--- config.mk ---
export PLATFORM = sky130hd
export DESIGN_NAME = rs422_dir_ctrl
export DESIGN_NICKNAME = d
export VERILOG_FILES = /design/src/rtl/rs422_ctrl_pkg.sv /design/src/rtl/rs422_dir_chan.sv /design/src/rtl/rs422_dir_ctrl.sv
export SDC_FILE = /design/constraint.sdc
export NUM_CORES = 1
export LEC_CHECK = 0
export ABC_AREA = 0
export CORE_MARGIN = 2
export CORE_UTILIZATION = 50
export DETAILED_ROUTE_END_ITERATION = 8
export HOLD_SLACK_MARGIN = 0.15
export PLACE_DENSITY = 0.74
export SETUP_SLACK_MARGIN = 0.1
export SLEW_MARGIN = 10
export SYNTH_ARGS = -nofsm -noshare
export SYNTH_HDL_FRONTEND = slang
export SYNTH_SLANG_ARGS = --single-unit
export TNS_END_PERCENT = 1
--- constraint.sdc ---
create_clock -name clk -period 4.6 [get_ports clk]
set_clock_uncertainty 0.15 [all_clocks]
set_input_delay 0.92 -clock clk [delete_from_list [all_inputs] [get_ports clk]]
set_output_delay 0.92 -clock clk [all_outputs]
set_load 0.02 [all_outputs]
--- src/rtl/rs422_ctrl_pkg.sv ---
// Shared types and helpers for the RS-422/RS-485 direction controller.
package rs422_ctrl_pkg;

  typedef enum logic [1:0] {
    RX   = 2'd0,
    LEAD = 2'd1,
    TX   = 2'd2,
    TAIL = 2'd3
  } dir_state_t;

  // Guard counter width: enough for the longer guard time, never zero bits.
  function automatic int unsigned cnt_width(input int unsigned lead, input int unsigned tail);
    int unsigned m;
    m = (lead > tail) ? lead : tail;
    return (m == 0) ? 1 : $clog2(m + 1);
  endfunction

endpackage

--- src/rtl/rs422_dir_chan.sv ---
// One transceiver channel: direction FSM with lead/tail guard counter.
module rs422_dir_chan
  import rs422_ctrl_pkg::*;
#(
  parameter int unsigned LEAD_CYCLES = 16,
  parameter int unsigned TAIL_CYCLES = 32
) (
  input  logic       clk,
  input  logic       reset_n,
  input  logic       cfg_full_duplex_i,
  input  logic       cfg_term_i,
  input  logic       tx_req_i,
  input  logic       tx_busy_i,
  output logic       tx_grant_o,
  output logic       de_o,
  output logic       re_n_o,
  output logic       te_o,
  output logic [1:0] state_o
);

  localparam int unsigned CW = cnt_width(LEAD_CYCLES, TAIL_CYCLES);
  localparam logic [CW-1:0] LEAD_LOAD = (LEAD_CYCLES > 0) ? CW'(LEAD_CYCLES - 1) : '0;
  localparam logic [CW-1:0] TAIL_LOAD = (TAIL_CYCLES > 0) ? CW'(TAIL_CYCLES - 1) : '0;

  dir_state_t    state_q, state_d;
  logic [CW-1:0] cnt_q, cnt_d;
  logic          fd_q, fd_d;
  logic          grant_q, grant_d;
  logic          de_q, de_d;
  logic          re_n_q, re_n_d;
  logic          te_q;

  always_comb begin
    state_d = state_q;
    cnt_d   = cnt_q;
    fd_d    = fd_q;
    case (state_q)
      RX: begin
        fd_d = cfg_full_duplex_i;
        if (cfg_full_duplex_i) begin
          state_d = TX;
        end else if (tx_req_i) begin
          if (LEAD_CYCLES == 0) begin
            state_d = TX;
          end else begin
            state_d = LEAD;
            cnt_d   = LEAD_LOAD;
          end
        end
      end
      LEAD: begin
        if (!tx_req_i) begin
          state_d = (TAIL_CYCLES == 0) ? RX : TAIL;
          cnt_d   = TAIL_LOAD;
        end else if (cnt_q == '0) begin
          state_d = TX;
        end else begin
          cnt_d = cnt_q - CW'(1);
        end
      end
      TX: begin
        if (fd_q) begin
          // Full duplex drains the UART before releasing the line.
          if (!cfg_full_duplex_i && !tx_busy_i) state_d = RX;
        end else if (cfg_full_duplex_i) begin
          fd_d = 1'b1;
        end else if (!tx_req_i && !tx_busy_i) begin
          state_d = (TAIL_CYCLES == 0) ? RX : TAIL;
          cnt_d   = TAIL_LOAD;
        end
      end
      TAIL: begin
        if (tx_req_i) begin
          // Driver is still on, so a new request skips the lead phase.
          state_d = TX;
          cnt_d   = '0;
          fd_d    = 1'b0;
        end else if (cnt_q == '0) begin
          state_d = RX;
        end else begin
          cnt_d = cnt_q - CW'(1);
        end
      end
      default: state_d = RX;
    endcase
  end

  // Outputs are registered from the next state so they change with it.
  always_comb begin
    de_d    = (state_d != RX);
    re_n_d  = (state_d != RX) && !((state_d == TX) && fd_d);
    grant_d = (state_q == TX) && (state_d == TX) && tx_req_i;
  end

  always_ff @(posedge clk or negedge reset_n) begin
    if (!reset_n) begin
      state_q <= RX;
      cnt_q   <= '0;
      fd_q    <= 1'b0;
      grant_q <= 1'b0;
      de_q    <= 1'b0;
      re_n_q  <= 1'b0;
      te_q    <= 1'b0;
    end else begin
      state_q <= state_d;
      cnt_q   <= cnt_d;
      fd_q    <= fd_d;
      grant_q <= grant_d;
      de_q    <= de_d;
      re_n_q  <= re_n_d;
      te_q    <= cfg_term_i;
    end
  end

  assign tx_grant_o = grant_q;
  assign de_o       = de_q;
  assign re_n_o     = re_n_q;
  assign te_o       = te_q;
  assign state_o    = state_q;

endmodule

--- src/rtl/rs422_dir_ctrl.sv ---
// Multi-channel transceiver direction control; one independent FSM per channel.
module rs422_dir_ctrl #(
  parameter int unsigned CHANNELS    = 2,
  parameter int unsigned LEAD_CYCLES = 16,
  parameter int unsigned TAIL_CYCLES = 32
) (
  input  logic                  clk,
  input  logic                  reset_n,
  input  logic [CHANNELS-1:0]   cfg_full_duplex,
  input  logic [CHANNELS-1:0]   cfg_term,
  input  logic [CHANNELS-1:0]   tx_req,
  input  logic [CHANNELS-1:0]   tx_busy,
  output logic [CHANNELS-1:0]   tx_grant,
  output logic [CHANNELS-1:0]   rs422_de,
  output logic [CHANNELS-1:0]   rs422_re_n,
  output logic [CHANNELS-1:0]   rs422_te,
  output logic [2*CHANNELS-1:0] chan_state
);

  for (genvar g = 0; g < CHANNELS; g++) begin : g_chan
    rs422_dir_chan #(
      .LEAD_CYCLES(LEAD_CYCLES),
      .TAIL_CYCLES(TAIL_CYCLES)
    ) u_chan (
      .clk              (clk),
      .reset_n          (reset_n),
      .cfg_full_duplex_i(cfg_full_duplex[g]),
      .cfg_term_i       (cfg_term[g]),
      .tx_req_i         (tx_req[g]),
      .tx_busy_i        (tx_busy[g]),
      .tx_grant_o       (tx_grant[g]),
      .de_o             (rs422_de[g]),
      .re_n_o           (rs422_re_n[g]),
      .te_o             (rs422_te[g]),
      .state_o          (chan_state[2*g +: 2])
    );
  end

endmodule
==> metrics.md <==
| Metric | Value |
|---|---|
| Maximum VDD drop | `0.2538 mV` |
| Post-CTS resize count | `0` |
| Die area | `3533 um^2` |
| Worst min-delay path endpoint | `g_chan[1].u_chan.cnt_q[1]` |
| Maximum clock frequency | `0.3642 GHz` |
| Syn Nets | `171` |
| Floorplan row count | `20` |
| Power per unit of standard cell area | `614.3 nW/um^2` |
| Number of diodes added for antenna fixing | `0` |
| Drt via density | `5.745` |
| CTS root buf | `sky130_fd_sc_hd__clkbuf_4` |
| Peak fanout along the critical path | `14` |
| Layout fillers | `268` |
| Max incr delay on CP | `0.70 ns` |
| Final weighted congestion in routability-driven placement | `0.8376` |
| Post-layout nets | `186` |
| Final setup violation count | `0` |
| Sequential share of the synthesized area | `0.4235` |
| Leading cell types by total area after synthesis | `sky130_fd_sc_hd__dfrtp_1 (42%), sky130_fd_sc_hd__buf_4 (4.4%), sky130_fd_sc_hd__nand2_1 (3.7%)` |
| Maximum number of pins on one net before global-route repair | `24` |
| Initial core utilization | `0.5160` |
| Beginning of the worst register-to-register path | `g_chan[0].u_chan.cnt_q[0]` |
| Clock group share of total power | `0.145` |
| Synth Area per Inst | `9.786 um^2` |
| Count of TritonRoute iterations in the first routing pass | `6` |
| Cell variety after synth | `47` |
| FF-to-FF path depth | `7` |
| Reg clk slew, reported paths | `0.14 ns` |
| Net switching fraction of the power | `0.3970` |
| Largest delay share family, worst path | `buffers and inverters` |
| Data required, critical path | `3.53 ns` |
| Residual overflow from global routing | `0` |
| Length of routed met3 wiring | `68 um` |
| Int Pwr | `0.6544 mW` |
| Final-report max-slew violation count | `0` |
| Placed cell areas | `1714 um^2` |
| Proportion of power drawn by combinational gates | `0.461` |
| Worst-case headroom to the max-slew limit | `0.3231` |
| Area share of xor/xnor cells in the synthesized design | `0.005700` |
| Uppermost signal routing layer after detailed routing | `met4` |
| Remaining design rule violation count | `0` |
| Area delta synth->final | `14.98%` |
| Main combinational cell family by area after synthesis | `compound AO/OA/AOI/OAI gates` |
| Worst Setup Path Type | `flop to primary output` |
| Min-delay worst type | `flop to flop` |
| Share of power burned in registers | `0.393` |
| Detailed route wirelength on metal2 | `1506 um` |
| Largest buffer count on any clock path | `2` |
| Reg-to-reg endpoint | `g_chan[0].u_chan.re_n_o` |
| Die span in y | `59.44 um` |
| Count leader, synth | `sky130_fd_sc_hd__dfrtp_1` |
| Number of sinks on the clock net | `26` |
| TritonCTS clock tree | `yes` |
| Crit path buf inv count | `1` |
| Core ar. | `2978 um^2` |
| Top-area cell type share of the netlist area | `0.4235` |
| Most instantiated flip-flop cell in the synthesis netlist | `sky130_fd_sc_hd__dfrtp_1` |
| Post-synthesis share of cell area spent on full adders, half adders and majority gates | `0.04560` |
| Transition time at the pin with the least slew margin | `1.012 ns` |
| Final worst-path cycle share | `0.5969` |
| Worst Hold Launch | `g_chan[1].u_chan.cnt_q[1]` |
| Count of H-tree levels built during CTS | `1` |
| Design area | `1767 um^2` |
| Gate count after technology mapping | `157` |
| TritonCTS Buffers | `3` |
| Run status | `complete, no violations` |
| Element type at the critical path start | `flop` |
| Routed wire length per instance | `14.19 um` |
| Count of routing violations after the opening detailed-route iteration | `64` |
| Via count of the first global-routing pass | `1131` |
| Final antenna-violating net count | `0` |
| Total leakage power | `0.7223 nW` |
| Horizontal die dimension | `59.44 um` |
| Post-synth EDFFs | `0` |
| Final critical delay including setup and external delays | `2.746 ns` |
| Chain of cells forming the critical path | `clkdlybuf4s50_1` |
| Hold buffer count at cts | `0` |
| Unrepaired setup endpoints after global routing | `no` |
| Worst skew pair latency | `0.32 ns` |
| Data arrival at the endpoint of the critical path | `1.68 ns` |
| Synth area leader | `sky130_fd_sc_hd__dfrtp_1` |
| Post-Synthesis Cell Area | `1536 um^2` |
| Post-Route M1 WL | `1302 um` |
| Most instantiated cells after synthesis | `sky130_fd_sc_hd__dfrtp_1 (26), sky130_fd_sc_hd__nand2_1 (15), sky130_fd_sc_hd__a21oi_1 (11), sky130_fd_sc_hd__inv_1 (10), sky130_fd_sc_hd__buf_4 (9)` |
| Library cell contributing the largest single delay on the critical path | `sky130_fd_sc_hd__clkdlybuf4s50_1` |
| Number of warnings reported in the yosys synthesis log | `0` |
| Synth Area in Compound Gates | `0.2182` |
| Final number of hold-violating endpoints | `0` |
| Total GRT Usage | `0.1791` |
| Number of port buffers | `21` |
| Initial antenna violation count | `0` |
| Share of layout cells above drive strength 1 | `0.09942` |
| Reported max-cap violation count | `0` |
| First-pass GRT wire length | `4857 um` |
| Final core utilization | `0.5933` |
| Final-layout setup total negative slack | `0 ns` |
| Mux cell area share after synthesis | `0.03339` |
| Hold Path Cell Cnt | `1` |
| Via Count | `1172` |
| Flop2flop setup slack | `2.51 ns` |
| Area share of and/or/nand/nor cells after synthesis | `0.1963` |
| Total detailed-routing wirelength | `2895 um` |
| Crit path capture type | `primary output` |
| Top Ports | `22` |
| Crit path depth | `1` |
| Net load switching power | `0.4309 mW` |
| Post-CTS setup-driven buffer insertion count | `0` |
| Asr flop ratio synth | `1.000` |
| Placed wire-length estimate after detailed placement | `2214 um` |
| Post-synthesis register bit count | `26` |
worst max-delay path by stage:
stage | startpoint | endpoint | slack (ns)
3_3_place_gp | tx_req[1] | g_chan[1].u_chan.cnt_q[2] | 1.77
3_5_place_dp | tx_req[1] | g_chan[1].u_chan.cnt_q[3] | 1.71
4_1_cts | g_chan[0].u_chan.state_o[0] | chan_state[0] | 1.85
6_report | g_chan[0].u_chan.state_o[0] | chan_state[0] | 1.85
5_1_grt | g_chan[0].u_chan.state_o[0] | chan_state[0] | 1.77
2_1_floorplan | tx_req[1] | g_chan[1].u_chan.cnt_q[4] | 2.38
power groups by stage:
stage	combinational, mW	clock (mW)	sequential [mW]
3_5_place_dp	0.504	0	0.431
5_1_grt	0.555	0.171	0.442
2_1_floorplan	0.410	0	0.396
6_report	0.501	0.158	0.427
3_3_place_gp	0.486	0	0.425
4_1_cts	0.505	0.161	0.426
cell usage in the layout (no fill, tap or decap), types with 4 or more instances in the layout:
cell type                         Yosys  layout
sky130_fd_sc_hd__a21oi_1             11      11
sky130_fd_sc_hd__nor2_1               6       6
sky130_fd_sc_hd__nand2_1             15      15
sky130_fd_sc_hd__ha_1                 4       4
sky130_fd_sc_hd__o21ai_1              5       5
sky130_fd_sc_hd__dfrtp_1             26      26
sky130_fd_sc_hd__a2bb2oi_1            4       4
sky130_fd_sc_hd__clkdlybuf4s50_1      0      21
sky130_fd_sc_hd__inv_1               10      10
sky130_fd_sc_hd__nor3_1               4       4
sky130_fd_sc_hd__nand2b_1             5       5
sky130_fd_sc_hd__o22a_1               4       4
sky130_fd_sc_hd__mux2i_1              4       4
layer usage:
layer,vias up,global-route usage
met5,-,0
met4,0,0.05844
met3,2,0.02620
met2,14,0.3281
met1,577,0.2115
li1,579,-
layout make-up:
type,count,area [um^2],area share
Clock buffer,3,22.52,0.01275
Timing Repair Buffer,22,217.7,0.1232
Sequential cell,26,650.6,0.3683
Multi-Input combinational cell,109,767.0,0.4341
Clock inverter,1,30.03,0.01700
Tap cell,33,41.29,0.02337
Inverter,10,37.54,0.02125
flip-flops by register name, summed over array words and instances (netlist names):
signal and cells:
g_chan.u_chan.te_o 2, g_chan.u_chan.de_o 2, g_chan.u_chan.cnt_q 12, g_chan.u_chan.tx_grant_o 2, g_chan.u_chan.re_n_o 2, g_chan.u_chan.fd_q 2
g_chan.u_chan.state_o 4
stage by stage:
step | power [mW] | cells | worst slack [ns] | hold slack, ns
2_1_floorplan | 0.8058 | 157 | 2.381 | 0.3549
3_3_place_gp | 0.9117 | 200 | 1.766 | 0.3729
3_5_place_dp | 0.9354 | 200 | 1.708 | 0.3733
4_1_cts | 1.092 | 204 | 1.848 | 0.4077
5_1_grt | 1.168 | 204 | 1.765 | 0.4268
6_report | 1.085 | 204 | 1.854 | 0.4031
cells by family (layout without fill, tap and decap cells):
group	count (synthesis)	count (layout)
and+or+nand+nor	53	53
AOI/OAI and AO/OA	44	44
DFF	26	26
buffers and inverters	22	36
adders and majority gates	6	6
muxes	5	5
xor gates and xnor gates	1	1
No activity file was read; power rests on OpenSTA's default activity.
